File: config.mk
export PLATFORM = sky130hd
export DESIGN_NAME = jogador_automatico
export DESIGN_NICKNAME = d
export VERILOG_FILES = /design/src/rtl/jogador_automatico.sv
export SDC_FILE = /design/constraint.sdc
export NUM_CORES = 1
export LEC_CHECK = 0
export ABC_AREA = 1
export CAP_MARGIN = 20
export CORE_ASPECT_RATIO = 1.5
export CORE_MARGIN = 10
export CORE_UTILIZATION = 39
export CTS_BUF_LIST = sky130_fd_sc_hd__clkbuf_16
export CTS_CLUSTER_SIZE = 10
export DETAILED_ROUTE_END_ITERATION = 12
export PLACE_DENSITY = 0.68
export SYNTH_ARGS = -nofsm -noshare
export SYNTH_HDL_FRONTEND = slang
export SYNTH_SLANG_ARGS = --single-unit
File: constraint.sdc
create_clock -name clock -period 2.8 [get_ports clock]
set_input_delay 0.28 -clock clock [delete_from_list [all_inputs] [get_ports clock]]
set_output_delay 0.28 -clock clock [all_outputs]
set_load 0.01 [all_outputs]
File: src/rtl/jogador_automatico.sv
// jogador_automatico
// Automatic player for the Genius memory game. It listens to the game's LED
// output while the sequence is shown and stores each colour. When the game
// hands the turn over, it replays the stored colours as timed button presses.
//
// Ports:
//   clock        - single clock, rising edge
//   reset        - synchronous, active-low reset
//   habilita     - enables automatic play; low forces IDLE and clears flags
//   leds[6:0]    - game LED output; only [3:0] carry colours
//   vez_jogador  - high while the game accepts button input
//   botoes[6:0]  - registered button drive to the game ([6:4] always 0)
//   ocupado      - high while replaying (PRESSIONA or SOLTA)
//   db_tamanho   - number of entries captured in the current round
//   db_invalido  - sticky: an invalid LED pattern was seen
//   db_overflow  - sticky: a valid colour arrived with the store full
//   db_estado    - state code (IDLE=0 ESCUTA=1 PRESSIONA=2 SOLTA=3 FIM=4)
module jogador_automatico #(
  parameter int MAX_SEQ      = 16,
  parameter int PRESS_CYCLES = 4,
  parameter int GAP_CYCLES   = 4
) (
  input  logic                      clock,
  input  logic                      reset,
  input  logic                      habilita,
  input  logic [6:0]                leds,
  input  logic                      vez_jogador,
  output logic [6:0]                botoes,
  output logic                      ocupado,
  output logic [$clog2(MAX_SEQ):0]  db_tamanho,
  output logic                      db_invalido,
  output logic                      db_overflow,
  output logic [3:0]                db_estado
);

  localparam int IW   = $clog2(MAX_SEQ) + 1;
  localparam int AW   = (MAX_SEQ > 1) ? $clog2(MAX_SEQ) : 1;
  localparam int CMAX = (PRESS_CYCLES > GAP_CYCLES) ? PRESS_CYCLES : GAP_CYCLES;
  localparam int CW   = $clog2(CMAX) + 1;

  localparam logic [2:0] IDLE      = 3'd0;
  localparam logic [2:0] ESCUTA    = 3'd1;
  localparam logic [2:0] PRESSIONA = 3'd2;
  localparam logic [2:0] SOLTA     = 3'd3;
  localparam logic [2:0] FIM       = 3'd4;

  logic [2:0]    estado;
  logic [IW-1:0] idx;
  logic [IW-1:0] ptr;
  logic [IW-1:0] len;
  logic [CW-1:0] cnt;
  logic [6:0]    leds_ant;
  logic [3:0]    mem [0:(1<<AW)-1];

  logic          evento;
  logic          cor_valida;
  logic          cheio;
  logic          grava;
  logic [IW-1:0] idx_novo;

  // One event per LED pulse: only the transition from dark to lit counts.
  // A colour is valid when exactly one of the four colour bits is set.
  always_comb begin
    evento     = (leds_ant == 7'd0) && (leds != 7'd0);
    cor_valida = (leds[6:4] == 3'd0) && (leds[3:0] != 4'd0) &&
                 ((leds[3:0] & (leds[3:0] - 4'd1)) == 4'd0);
    cheio      = (idx == IW'(MAX_SEQ));
    grava      = reset && habilita && (estado == ESCUTA) &&
                 evento && cor_valida && !cheio;
    // The capture of this cycle is folded in before the turn-start decision,
    // so a colour arriving together with the turn is still replayed.
    idx_novo   = grava ? (idx + IW'(1)) : idx;
  end

  // Sequence store; contents are don't-care after reset, so it has none.
  always_ff @(posedge clock) begin
    if (grava) begin
      mem[idx[AW-1:0]] <= leds[3:0];
    end
  end

  always_ff @(posedge clock) begin
    if (!reset) begin
      estado      <= IDLE;
      idx         <= '0;
      ptr         <= '0;
      len         <= '0;
      cnt         <= '0;
      leds_ant    <= 7'd0;
      botoes      <= 7'd0;
      db_invalido <= 1'b0;
      db_overflow <= 1'b0;
    end else begin
      // Tracked in every state so a LED already lit on entry to ESCUTA
      // is not mistaken for a new colour.
      leds_ant <= leds;
      if (!habilita) begin
        estado      <= IDLE;
        idx         <= '0;
        ptr         <= '0;
        cnt         <= '0;
        botoes      <= 7'd0;
        db_invalido <= 1'b0;
        db_overflow <= 1'b0;
      end else begin
        case (estado)
          IDLE: begin
            idx    <= '0;
            botoes <= 7'd0;
            estado <= ESCUTA;
          end
          ESCUTA: begin
            botoes <= 7'd0;
            idx    <= idx_novo;
            if (evento && !cor_valida) db_invalido <= 1'b1;
            if (evento && cor_valida && cheio) db_overflow <= 1'b1;
            if (vez_jogador && (idx_novo != '0)) begin
              len    <= idx_novo;
              ptr    <= '0;
              cnt    <= '0;
              estado <= PRESSIONA;
            end
          end
          PRESSIONA: begin
            // Losing the turn mid-replay means the game timed out or erred.
            if (!vez_jogador) begin
              estado <= ESCUTA;
              idx    <= '0;
              cnt    <= '0;
              botoes <= 7'd0;
            end else begin
              botoes <= {3'b000, mem[ptr[AW-1:0]]};
              if (cnt == CW'(PRESS_CYCLES - 1)) begin
                cnt    <= '0;
                estado <= SOLTA;
              end else begin
                cnt <= cnt + CW'(1);
              end
            end
          end
          SOLTA: begin
            if (!vez_jogador) begin
              estado <= ESCUTA;
              idx    <= '0;
              cnt    <= '0;
              botoes <= 7'd0;
            end else begin
              botoes <= 7'd0;
              if (cnt == CW'(GAP_CYCLES - 1)) begin
                cnt    <= '0;
                ptr    <= ptr + IW'(1);
                estado <= ((ptr + IW'(1)) == len) ? FIM : PRESSIONA;
              end else begin
                cnt <= cnt + CW'(1);
              end
            end
          end
          FIM: begin
            botoes <= 7'd0;
            // The game re-displays the whole sequence next round.
            if (!vez_jogador) begin
              idx    <= '0;
              estado <= ESCUTA;
            end
          end
          default: begin
            botoes <= 7'd0;
            estado <= IDLE;
          end
        endcase
      end
    end
  end

  assign ocupado    = (estado == PRESSIONA) || (estado == SOLTA);
  assign db_tamanho = idx;
  assign db_estado  = {1'b0, estado};

endmodule

After elaboration in Yosys (flattened, before gate mapping)
Memory sizes are Yosys's and may differ from the RTL's. A register that Yosys moved wholly into a read port is not among the register bits.
Cells that the tools add are included.
{ "totals": {"reg_bits": 33, "ram_bits": 64, "in_bits": 11, "output_inout_bits": 19, "word_cells": 88, "memories": 1} }
{ "mem_list": {"columns": ["memory", "depth", "width", "rd", "rd_ports_with_merged_regs", "wr", "line", "text"], "rows": [
  ["mem", 16, 4, 1, 1, 1, "53", "logic [3:0] mem [0:(1<<AW)-1];"]
]} }
{ "op_classes": {"add_sub_neg": 4, "n_eq_ne": 14, "n_mux": 21, "bitwise_logic": 1, "reduce_logical": 38} }
{ "ops": {"columns": ["cell", "count"], "rows": [
  ["$mux W3", 10],
  ["$mux W5", 5],
  ["$pmux W3 S5", 1],
  ["$pmux W5 S3", 1],
  ["$logic_and A1 B1 Y1", 12],
  ["$reduce_and A4 Y1", 3],
  ["$add A5 B1 Y5 const B", 2],
  ["$pmux W5 S2", 1],
  ["$reduce_and A2 Y1", 5],
  ["$eq A3 B2 Y1 const B", 3],
  ["$ne A2 B2 Y1 const B", 4],
  ["$logic_not A7 Y1", 1],
  ["$reduce_bool A7 Y1", 1],
  ["$logic_not A3 Y1", 2],
  ["$ne A3 B3 Y1 const B", 2],
  ["$pmux W3 S2", 1],
  ["$reduce_and A3 Y1", 2],
  ["$eq A5 B5 Y1", 1],
  ["$eq A5 B5 Y1 const B", 1],
  ["$reduce_bool A5 Y1", 1],
  ["$and A4 B4 Y4", 1],
  ["$logic_not A4 Y1", 1],
  ["$reduce_bool A2 Y1", 2],
  ["$reduce_bool A4 Y1", 1],
  ["other kinds (11)", 14]
]} }

Logic depth before layout (Yosys ltp)
Gate-level depths: netlist of run 1.
{ "logic_depth": {"ltp_word": 11, "depth_mapped": 19, "mapped_depth_nobuf": 19} }

Worst setup path before layout of run 1
Ideal clock, no wire load.
{ "synth_timing": {"kind": "register -> register", "startpoint": "register idx[0] (netlist: db_tamanho[0])", "endpoint": "memory mem[0][0], enable pin", "setup_ns": 0.330, "t_arrival_ns": 2.001, "t_required_ns": 2.470, "path_slack_ns": 0.470, "stages_incl_launch_ff": 10, "path_buffers": 0, "period_less_slack_ns": 2.330, "cell_sequence": "dfxtp_1 > inv_1 > ha_1 > nand2_1 > inv_1 > nand2_4 > inv_1 > nor4_1 > nand2_1 > nor2_1"} }
{ "synth_between": {"elab_chain_cells": 5} }
{ "synth_rtl": {"columns": ["item", "line", "text"], "rows": [
  ["start, declared", "48", "logic [IW-1:0] idx;"],
  ["start signal, assigned", "114", "idx <= idx_novo;"],
  ["$eq A5 B5 Y1", "67", "cheio = (idx == IW'(MAX_SEQ));"],
  ["$logic_not A1 Y1", "69", "evento && cor_valida && !cheio;"],
  ["$logic_and A1 B1 Y1", "69", null],
  ["$mux W1", "77", "if (grava) begin"],
  ["$mux W1 (not written as such)", "78", "mem[idx[AW-1:0]] <= leds[3:0];"],
  ["end, declared", "53", null]
]} }
Parallel ways exist; a longest one is shown, timed or not.

Worst setup path after layout of run 1
{ "layout_timing": {"startpoint": "register idx[0] (netlist: db_tamanho[0])", "endpoint": "memory mem[11][0], enable pin"} }
Same word-level chain as after synthesis.

==> impl_metrics.env, run 1 <==
export IMPL_drc=0
export IMPL_slew_viol_final=0
export IMPL_drv_cap=0
export IMPL_synth_edff_count=64
export IMPL_synthSimpleGateAreaFrac=0.230
export IMPL_postSynth_asyncResetShare=0
export IMPL_firstDrtPassIters=4
export IMPL_cts_tree="done"
export IMPL_grt_pass1_vias=3347
export IMPL_powerDensity_nw_per_um2=530
export IMPL_drtIter0Drc=108
export IMPL_fill_cells=1036
export IMPL_rows=48
export IMPL_start_kind="register"
export IMPL_rr_worst_depth=10
export IMPL_cp_common_cell="inv_1"
export IMPL_critPathMaxFanout=7
export IMPL_grt_antenna_before_repair=0
export IMPL_ff_latch_area_um2=2600
export IMPL_wl_per_cell_um=15.2
export IMPL_required_ns=2.78
export IMPL_fin_skew_ns=0.00699
export IMPL_clk_pin_slew_ns=0.07
export IMPL_port_buffers=25
export IMPL_placed_cells=642
export IMPL_tightest_slew_ns=0.514
export IMPL_cts_resized=0
export IMPL_die_area_um2=16500
export IMPL_avgSynthCellArea_um2=9.69
export IMPL_setup_viol=0
export IMPL_areaGrowthSynthToFinish_pct=15.6
export IMPL_fin_cells=658
export IMPL_cts_root_buf="clkbuf_16"
export IMPL_cp_slowest_cell="dfxtp_1"
export IMPL_routabilityCongestion=0.857
export IMPL_drive_gt1_frac=0.142
export IMPL_layout_min_cycle_time_ns=2.41
export IMPL_leakagePower_nw=1.98
export IMPL_fmax_mhz=414
export IMPL_postSynthCellCount=469
export IMPL_synth_fa_ha_area_frac=0.0165
export IMPL_cp_buffers_inverters=4
export IMPL_die_h_um=152
export IMPL_vias=3361
export IMPL_synth_top_family_by_area="simple AND/OR/NAND/NOR gates"
export IMPL_critPathKind="register to register"
export IMPL_seq_area_frac_synth=0.573
export IMPL_ys_ff_latch=98
export IMPL_grt_use_total=0.125
export IMPL_hp_class="register to register"
export IMPL_overflow=0
export IMPL_cts_setup_buffers=0
export IMPL_num_antenna_cells=0
export IMPL_synth_mux_area_frac=0
export IMPL_holdPathStages=2
export IMPL_mostFrequentLayoutCell="nand2_1"
export IMPL_path_delay_family="simple AND/OR/NAND/NOR gates"
export IMPL_postRouteAntennaNets=0
export IMPL_cp_cell_sequence="inv_1, ha_1, nand2_1, inv_1, nand2_4, inv_1, nor4_1, buf_4, nand2_1, nor2_1"
export IMPL_dp_hpwl_um=7470
export IMPL_grt_max_degree=18
export IMPL_start_util=0.396
export IMPL_ir_worst_vdd_mv=0.349
export IMPL_synth_compound_area_frac=0.101
export IMPL_io_pins=30
export IMPL_crit_cells=10
export IMPL_rsz0062_at_grt="false"
export IMPL_clock_latency_ns=0.34
export IMPL_htreeDepth=3
export IMPL_clk_path_buf_depth=2
export IMPL_ys_types=44
export IMPL_hold_viol=0
export IMPL_cts_sinks=98
export IMPL_hold_buffers=0
export IMPL_maxSlewHeadroom=0.656
export IMPL_grt_pass1_wl_um=16300
export IMPL_synth_xor_area_share=0.0173
export IMPL_cts_buffers=9
export IMPL_period_share=0.862
export IMPL_die_w_um=108
export IMPL_synth_cell_area_um2=4550
export IMPL_worstSetupEndpointType="register"
export IMPL_final_cell_mix="86 x nand2_1, 64 x nor2_1, 64 x edfxtp_1"
export IMPL_final_nets=520
export IMPL_cpPeakStageDelay_ns=0.47
export IMPL_core_um2=11500
export IMPL_cp_arrival_ns=2.40
export IMPL_multi_input_area_um2=1670
export IMPL_synth_warnings=0
export IMPL_finalSetupTns_ns=0
export IMPL_status="complete, no violations"
export IMPL_synth_ff_type="edfxtp_1"
export IMPL_via_per_inst=5.11
export IMPL_wirelength_um=9970
final cells by class:
cell class / instances / area share
Inverter: 46 / 0.0338
Tap cell: 150 / 0.0357
Clock inverter: 7 / 0.00715
Clock buffer: 9 / 0.0429
Multi-Input combinational cell: 310 / 0.319
Sequential cell: 98 / 0.495
Timing Repair Buffer: 38 / 0.0662
cell families after synthesis:
group                    Yosys count
AND/OR/NAND/NOR                  218
flip-flops                        98
AO/OA/AOI/OAI                     73
buffers and inverters             64
XOR/XNOR                           9
adder cells (fa/ha/maj)            6
other                              1
final timing paths:
| path | start | endpoint | slack, ns |
|---|---|---|---|
| max | db_tamanho[0]$_SDFFE_PN0P_ | mem[11][0]$_DFFE_PP_ | 0.39 |
| max reg2reg | db_tamanho[0]$_SDFFE_PN0P_ | mem[11][0]$_DFFE_PP_ | 0.39 |
| min | cnt[2]$_SDFFE_PN0P_ | cnt[2]$_SDFFE_PN0P_ | 0.45 |
| min reg2reg | cnt[2]$_SDFFE_PN0P_ | cnt[2]$_SDFFE_PN0P_ | 0.45 |
per-layer routing:
layer | global-route usage | up-vias | part of all wire
met5 | 0 | - | 0
met4 | 0.0817 | 0 | 0.054
met3 | 0.0216 | 30 | 0.040
met2 | 0.223 | 98 | 0.52
met1 | 0.129 | 1573 | 0.38
li1 | - | 1660 | -
where the power goes:
group,switching [mW],internal (mW),total (mW)
registers,0.00645,1.55,1.55
logic,0.0943,0.0509,0.145
clock network,0.497,0.592,1.09
sequential cells by signal, indices dropped and copies added, names as in the netlist, 3 cells and up:
register    cells
mem            64
leds_ant        7
db_tamanho      5
len             5
ptr             5
botoes          4
cnt             3
estado          3
synthesized netlist by cell type, types with 2 or more instances:
cell type  count  area share
o22ai_1        3      0.0041
nor2_1        64       0.053
nand4_1        5      0.0069
a31oi_1        6      0.0083
ha_1           6       0.017
nor2_2         9       0.012
inv_1         42       0.035
or3_1          2      0.0028
o221ai_1      13       0.025
nand2_4        5       0.012
nand3_1       17       0.019
xnor2_1        3      0.0058
o21ai_1        4      0.0044
edfxtp_1      64        0.42
buf_4          6      0.0099
nor2_4         4      0.0099
xor2_1         6       0.012
clkbuf_1       9      0.0074
o21ai_0       12       0.013
o311a_1        2      0.0044
a21oi_2        3      0.0058
nand2_2       15       0.021
dfxtp_1       34        0.15
inv_2          3      0.0025
nand2_1       86       0.071
nor4_1         2      0.0028
a21oi_1       27       0.030
worst min-delay path, delay by kind of cell, from the launching register on:
family             cells  cell delay, ns
DFF                    1            0.31
AOI/OAI and AO/OA      1            0.04
and+or+nand+nor        1            0.06
metrics by stage:
| step | setup slack (ns) | power (mW) | util | hold WS, ns | area, µm² |
|---|---|---|---|---|---|
| CTS | 0.416 | 2.81 | 0.458 | 0.457 | 5250 |
| floorplan | 0.470 | 1.67 | - | 0.378 | 4560 |
| global route | 0.161 | 2.88 | 0.458 | 0.472 | 5250 |
| finish | 0.387 | 2.79 | 0.458 | 0.453 | 5250 |
| global placement | 0.342 | 1.73 | 0.435 | 0.435 | 4990 |
| detailed placement | 0.282 | 1.73 | 0.435 | 0.447 | 4990 |
Power figures use the tool's default switching activity.
==> run 2, diff against run 1 <==
CORE_MARGIN = 3   (was 10)
SLEW_MARGIN = 40   (was default)
==> run 2 against run 1 <==
  * Largest power group unchanged
  * Sequential share of layout area fell by 0.21 points
  * Global-route usage rose by 4.1 points
  * Clock power rose by 16%
  * Utilization rose by 1.2 points
  * Cell area rose by 0.43%
  * Routed wire length rose by 2.0%
  * Critical endpoint is now mem[10][3]$_DFFE_PP_
  * Cell count fell by 0.76%
  * Clock skew rose by 0.00074 ns
  * Critical path type unchanged
  * Sequential cell count did not move
  * Worst setup slack got worse by 0.012 ns
  * First-iteration DRC count rose by 110%
  * Non-clock buffer count fell by 2
  * Highest routed layer unchanged
  * Largest cell class unchanged
==> impl_metrics.env, run 2 (synthesis gave the netlist of run 1 again) <==
export IMPL_grt_use_met3=0.0353
export IMPL_top_usage_layer="met2"
export IMPL_powerDensity_nw_per_um2=561
export IMPL_switchingPower_mw=0.594
export IMPL_leakagePower_nw=1.99
export IMPL_areaGrowthSynthToFinish_pct=16.0
export IMPL_drtIter0Drc=232
export IMPL_setup_viol=0
export IMPL_hold_viol=0
export IMPL_hold_buffers=0
export IMPL_drc=0
export IMPL_cp_arrival_ns=2.42
export IMPL_rsz0062_at_grt="false"
export IMPL_grt_pass1_wl_um=16600
export IMPL_dp_slack_ns=0.269
export IMPL_worst_slack_ns=0.374
export IMPL_die_area_um2=13000
export IMPL_critPathMaxFanout=7
export IMPL_r2r_slack_ns=0.37
export IMPL_p_comb_frac=0.049
export IMPL_fin_skew_ns=0.00773
export IMPL_r2r_start="db_tamanho[0]$_SDFFE_PN0P_"
export IMPL_firstDrtPassIters=4
export IMPL_clk_pin_slew_ns=0.06
export IMPL_p_seq_frac=0.525
export IMPL_mostFrequentLayoutCell="nand2_1"
export IMPL_rr_worst_depth=10
export IMPL_io_pins=30
export IMPL_holdPathStages=2
export IMPL_overflow=0
export IMPL_cts_tree="done"
export IMPL_netSwitchingFraction=0.201
export IMPL_finalSetupTns_ns=0
export IMPL_worstHoldStart="cnt[2]$_SDFFE_PN0P_"
export IMPL_tightest_slew_ns=0.660
export IMPL_drive_gt1_frac=0.134
export IMPL_final_cell_mix="86 x nand2_1, 64 x nor2_1, 64 x edfxtp_1"
export IMPL_grt_antenna_before_repair=0
export IMPL_required_ns=2.80
export IMPL_fill_cells=1040
export IMPL_ir_worst_vdd_mv=0.278
export IMPL_slew_viol_final=0
export IMPL_routabilityCongestion=0.828
export IMPL_largest_reg_flops=64
export IMPL_status="complete, no violations"
export IMPL_port_buffers=25
export IMPL_postRouteAntennaNets=0
export IMPL_fmax_mhz=412
export IMPL_layout_min_cycle_time_ns=2.43
export IMPL_via_per_inst=5.06
export IMPL_grt_pass1_vias=3255
export IMPL_internal_power_mw=2.36
export IMPL_drv_cap=0
export IMPL_grt_use_total=0.166
export IMPL_maxSlewHeadroom=0.560
export IMPL_period_share=0.866
export IMPL_die_w_um=94.2
export IMPL_whs_ns=0.464
export IMPL_cts_setup_buffers=0
export IMPL_dp_hpwl_um=7340
export IMPL_startpoint="db_tamanho[0]$_SDFFE_PN0P_"
export IMPL_critPathKind="register to register"
export IMPL_num_antenna_cells=0
export IMPL_final_nets=518
export IMPL_rows=47
export IMPL_start_kind="register"
export IMPL_vias=3307
export IMPL_die_h_um=138
export IMPL_grt_max_degree=26
export IMPL_cts_root_buf="clkbuf_16"
export IMPL_cts_buffers=9
export IMPL_wl_per_cell_um=15.6
export IMPL_wirelength_um=10200
export IMPL_grt_use_met1=0.199
export IMPL_cts_resized=0
export IMPL_core_um2=11200
export IMPL_start_util=0.405
export IMPL_pwr_share_clk=0.426
export IMPL_worstSetupEndpointType="register"
export IMPL_htreeDepth=3
export IMPL_grt_met2_usage=0.281
export IMPL_clk_path_buf_depth=2
export IMPL_hp_class="register to register"
export IMPL_clock_latency_ns=0.34
export IMPL_cts_sinks=98
==> run 2: changes by cell type in the layout (fill, tap and decap cells not counted), sizes merged <==
| cell | before | now |
|---|---|---|
| inv | 49 | 48 |
| clkinvlp | 1 | 0 |
| bufinv | 0 | 2 |
| buf | 13 | 11 |
==> run 2: critical path, stage by stage, from the launching register on <==
cell     delay, ns
dfxtp_1       0.49
inv_1         0.14
ha_1          0.24
nand2_1       0.07
inv_1         0.06
nand2_4       0.09
inv_1         0.06
nor4_1        0.27
buf_4         0.18
nand2_1       0.12
nor2_1        0.36
==> run 2: worst paths after layout <==
check,end
max,mem[10][3]$_DFFE_PP_
min,cnt[2]$_SDFFE_PN0P_
max reg2reg,mem[10][3]$_DFFE_PP_
min reg2reg,cnt[2]$_SDFFE_PN0P_
==> run 2: power groups by stage <==
stage                     logic [mW]  registers [mW]  clock network [mW]
after floorplan               0.0835            1.59                   0
after global placement         0.142            1.58                   0
after detailed placement       0.145            1.58                   0
after CTS                      0.145            1.55                1.29
after global routing           0.160            1.55                1.34
final                          0.145            1.55                1.26
==> run 2: per-stage QoR <==
step | power (mW) | instance area, µm² | cells | util
global placement | 1.73 | 4970 | 637 | 0.443
global route | 3.05 | 5280 | 653 | 0.470
finish | 2.96 | 5280 | 653 | 0.470
floorplan | 1.67 | 4560 | 472 | -
CTS | 2.99 | 5280 | 653 | 0.470
detailed placement | 1.73 | 4970 | 637 | 0.443
==> run 2: area by class of cell <==
cell class                 instances  area (µm²)  area share
sequential                        98        2600       0.493
multi-input combinational        310        1670       0.317
timing repair buffer              36         333      0.0631
clock buffer                       9         225      0.0427
tap                              147         184      0.0349
inverter                          46         178      0.0337
clock inverter                     7        78.8      0.0149
==> run 2: layer usage <==
metal | part of all wire | wire length, µm
met1 | 0.41 | 4150
met2 | 0.52 | 5290
met5 | 0 | 0
met4 | 0.028 | 284
met3 | 0.043 | 441
==> run 3, diff against run 2 <==
CORE_UTILIZATION = 55   (was 39)
PLACE_DENSITY = 0.86   (was 0.68)
==> run 3 against run 2 <==
  * Global-route usage is 6.4 points higher
  * Via count is 4.1% higher
  * Fmax is 1.5% higher
  * Register-to-register slack better by 0.04 ns
  * Hold slack worse by 0.010 ns
  * Sequential cell count stayed put
  * Critical path depth stayed put
==> impl_metrics.env, run 3 (synthesis gave the netlist of run 1 again) <==
export IMPL_internal_power_mw=2.28
export IMPL_postRouteAntennaNets=0
export IMPL_final_area_um2=5230
export IMPL_routabilityCongestion=0.921
export IMPL_cp_arrival_ns=2.39
export IMPL_drv_cap=0
export IMPL_worstHoldStart="cnt[2]$_SDFFE_PN0P_"
export IMPL_core_um2=8010
export IMPL_cts_root_buf="clkbuf_16"
export IMPL_start_util=0.568
export IMPL_slew_viol_final=0
export IMPL_rr_worst_depth=10
export IMPL_start_kind="register"
export IMPL_die_w_um=80.2
export IMPL_cts_tree="done"
export IMPL_leakagePower_nw=1.98
export IMPL_p_seq_frac=0.534
export IMPL_whs_endpoint="cnt[2]$_SDFFE_PN0P_"
export IMPL_clk_pin_slew_ns=0.06
export IMPL_tightest_slew_ns=0.689
export IMPL_placed_cells=597
export IMPL_cp_cell_sequence="inv_1, ha_1, nand2_1, inv_1, nand2_4, inv_1, nor4_1, buf_4, nand2_1, nor2_1"
export IMPL_num_antenna_cells=0
export IMPL_reg2reg_to="mem[14][0]$_DFFE_PP_"
export IMPL_firstDrtPassIters=5
export IMPL_fin_cells=613
export IMPL_drtIter0Drc=371
export IMPL_wirelength_um=10200
export IMPL_drive_gt1_frac=0.144
export IMPL_r2r_start="db_tamanho[1]$_SDFFE_PN0P_"
export IMPL_areaGrowthSynthToFinish_pct=15.0
export IMPL_dpl_cell_area_um2=4930
export IMPL_drc=0
export IMPL_powerDensity_nw_per_um2=556
export IMPL_cts_buffers=9
export IMPL_switchingPower_mw=0.621
export IMPL_dp_hpwl_um=7300
export IMPL_fill_cells=635
export IMPL_finalSetupTns_ns=0
export IMPL_grt_use_total=0.230
export IMPL_period_share=0.853
export IMPL_fmax_mhz=418
export IMPL_cts_setup_buffers=0
export IMPL_via_per_inst=5.62
export IMPL_cpPeakStageDelay_ns=0.42
export IMPL_io_pins=30
export IMPL_p_comb_frac=0.050
export IMPL_final_cell_mix="86 x nand2_1, 64 x nor2_1, 64 x edfxtp_1"
export IMPL_cts_sinks=98
export IMPL_whs_ns=0.454
export IMPL_final_nets=520
export IMPL_clk_path_buf_depth=2
export IMPL_r2r_slack_ns=0.41
export IMPL_hp_class="register to register"
export IMPL_cp_slowest_cell="dfxtp_1"
export IMPL_ir_worst_vdd_mv=0.527
export IMPL_final_core_util=0.653
export IMPL_maxSlewHeadroom=0.540
export IMPL_cp_common_cell="inv_1"
export IMPL_die_area_um2=9410
export IMPL_rows=40
export IMPL_hold_buffers=0
export IMPL_grt_pass1_vias=3447
export IMPL_htreeDepth=3
export IMPL_grt_max_degree=26
export IMPL_worstSetupEndpointType="register"
export IMPL_overflow=0
export IMPL_grt_antenna_before_repair=0
export IMPL_mostFrequentLayoutCell="nand2_1"
export IMPL_die_h_um=117
export IMPL_setup_viol=0
export IMPL_largest_reg_flops=64
export IMPL_rsz0062_at_grt="false"
export IMPL_pwr_share_clk=0.416
export IMPL_port_buffers=25
export IMPL_status="complete, no violations"
export IMPL_required_ns=2.80
export IMPL_vias=3442
export IMPL_wl_per_cell_um=16.6
export IMPL_netSwitchingFraction=0.214
export IMPL_critPathMaxFanout=6
export IMPL_fin_skew_ns=0.00843
export IMPL_grt_pass1_wl_um=16500
export IMPL_clock_latency_ns=0.35
export IMPL_critPathKind="register to register"
export IMPL_layout_min_cycle_time_ns=2.39
export IMPL_hold_viol=0
export IMPL_cts_resized=0
export IMPL_holdPathStages=2
==> run 3: critical path, delay by kind of cell (launching register included) <==
kind	cells	cell delay, ns
flops	1	0.42
buf+inv	4	0.43
simple gates	5	0.96
fa+ha+maj	1	0.22
==> run 3: worst max path at each step <==
stage	startpoint	to	cells after the start
floorplan	db_tamanho[0]$_SDFFE_PN0P_	mem[0][0]$_DFFE_PP_	9
CTS	db_tamanho[1]$_SDFFE_PN0P_	mem[14][0]$_DFFE_PP_	10
global placement	leds[1]	mem[14][3]$_DFFE_PP_	9
global route	db_tamanho[1]$_SDFFE_PN0P_	estado[0]$_SDFFE_PN0P_	18
finish	db_tamanho[1]$_SDFFE_PN0P_	mem[14][0]$_DFFE_PP_	10
detailed placement	leds[3]	mem[14][3]$_DFFE_PP_	9
==> run 3: area by class of cell <==
class / instances / area (µm²) / share of cell area
tap: 105 / 131 / 0.0251
timing repair buffer: 38 / 348 / 0.0666
multi-input combinational: 310 / 1670 / 0.320
clock buffer: 9 / 225 / 0.0431
inverter: 46 / 178 / 0.0340
sequential: 98 / 2600 / 0.498
clock inverter: 7 / 67.6 / 0.0129
==> run 3: per-stage QoR <==
stage	power, mW	setup slack, ns
after floorplan	1.67	0.470
after global placement	1.72	0.314
after detailed placement	1.73	0.250
after CTS	2.92	0.410
after global routing	2.99	0.204
final	2.91	0.410
==> run 3: metal layers <==
layer / routed length, µm / track usage / vias up / part of all wire
li1: - / - / 1644 / -
met1: 3680 / 0.245 / 1627 / 0.36
met2: 5730 / 0.424 / 146 / 0.56
met3: 494 / 0.0422 / 25 / 0.048
met4: 298 / 0.105 / 0 / 0.029
met5: 0 / 0 / - / 0
==> run 3: power groups by stage <==
stage / Sequential, mW / Combinational, mW / Clock (mW)
after global placement: 1.58 / 0.140 / 0
after detailed placement: 1.58 / 0.143 / 0
after floorplan: 1.59 / 0.0835 / 0
final: 1.55 / 0.146 / 1.21
after CTS: 1.55 / 0.144 / 1.22
after global routing: 1.55 / 0.160 / 1.28
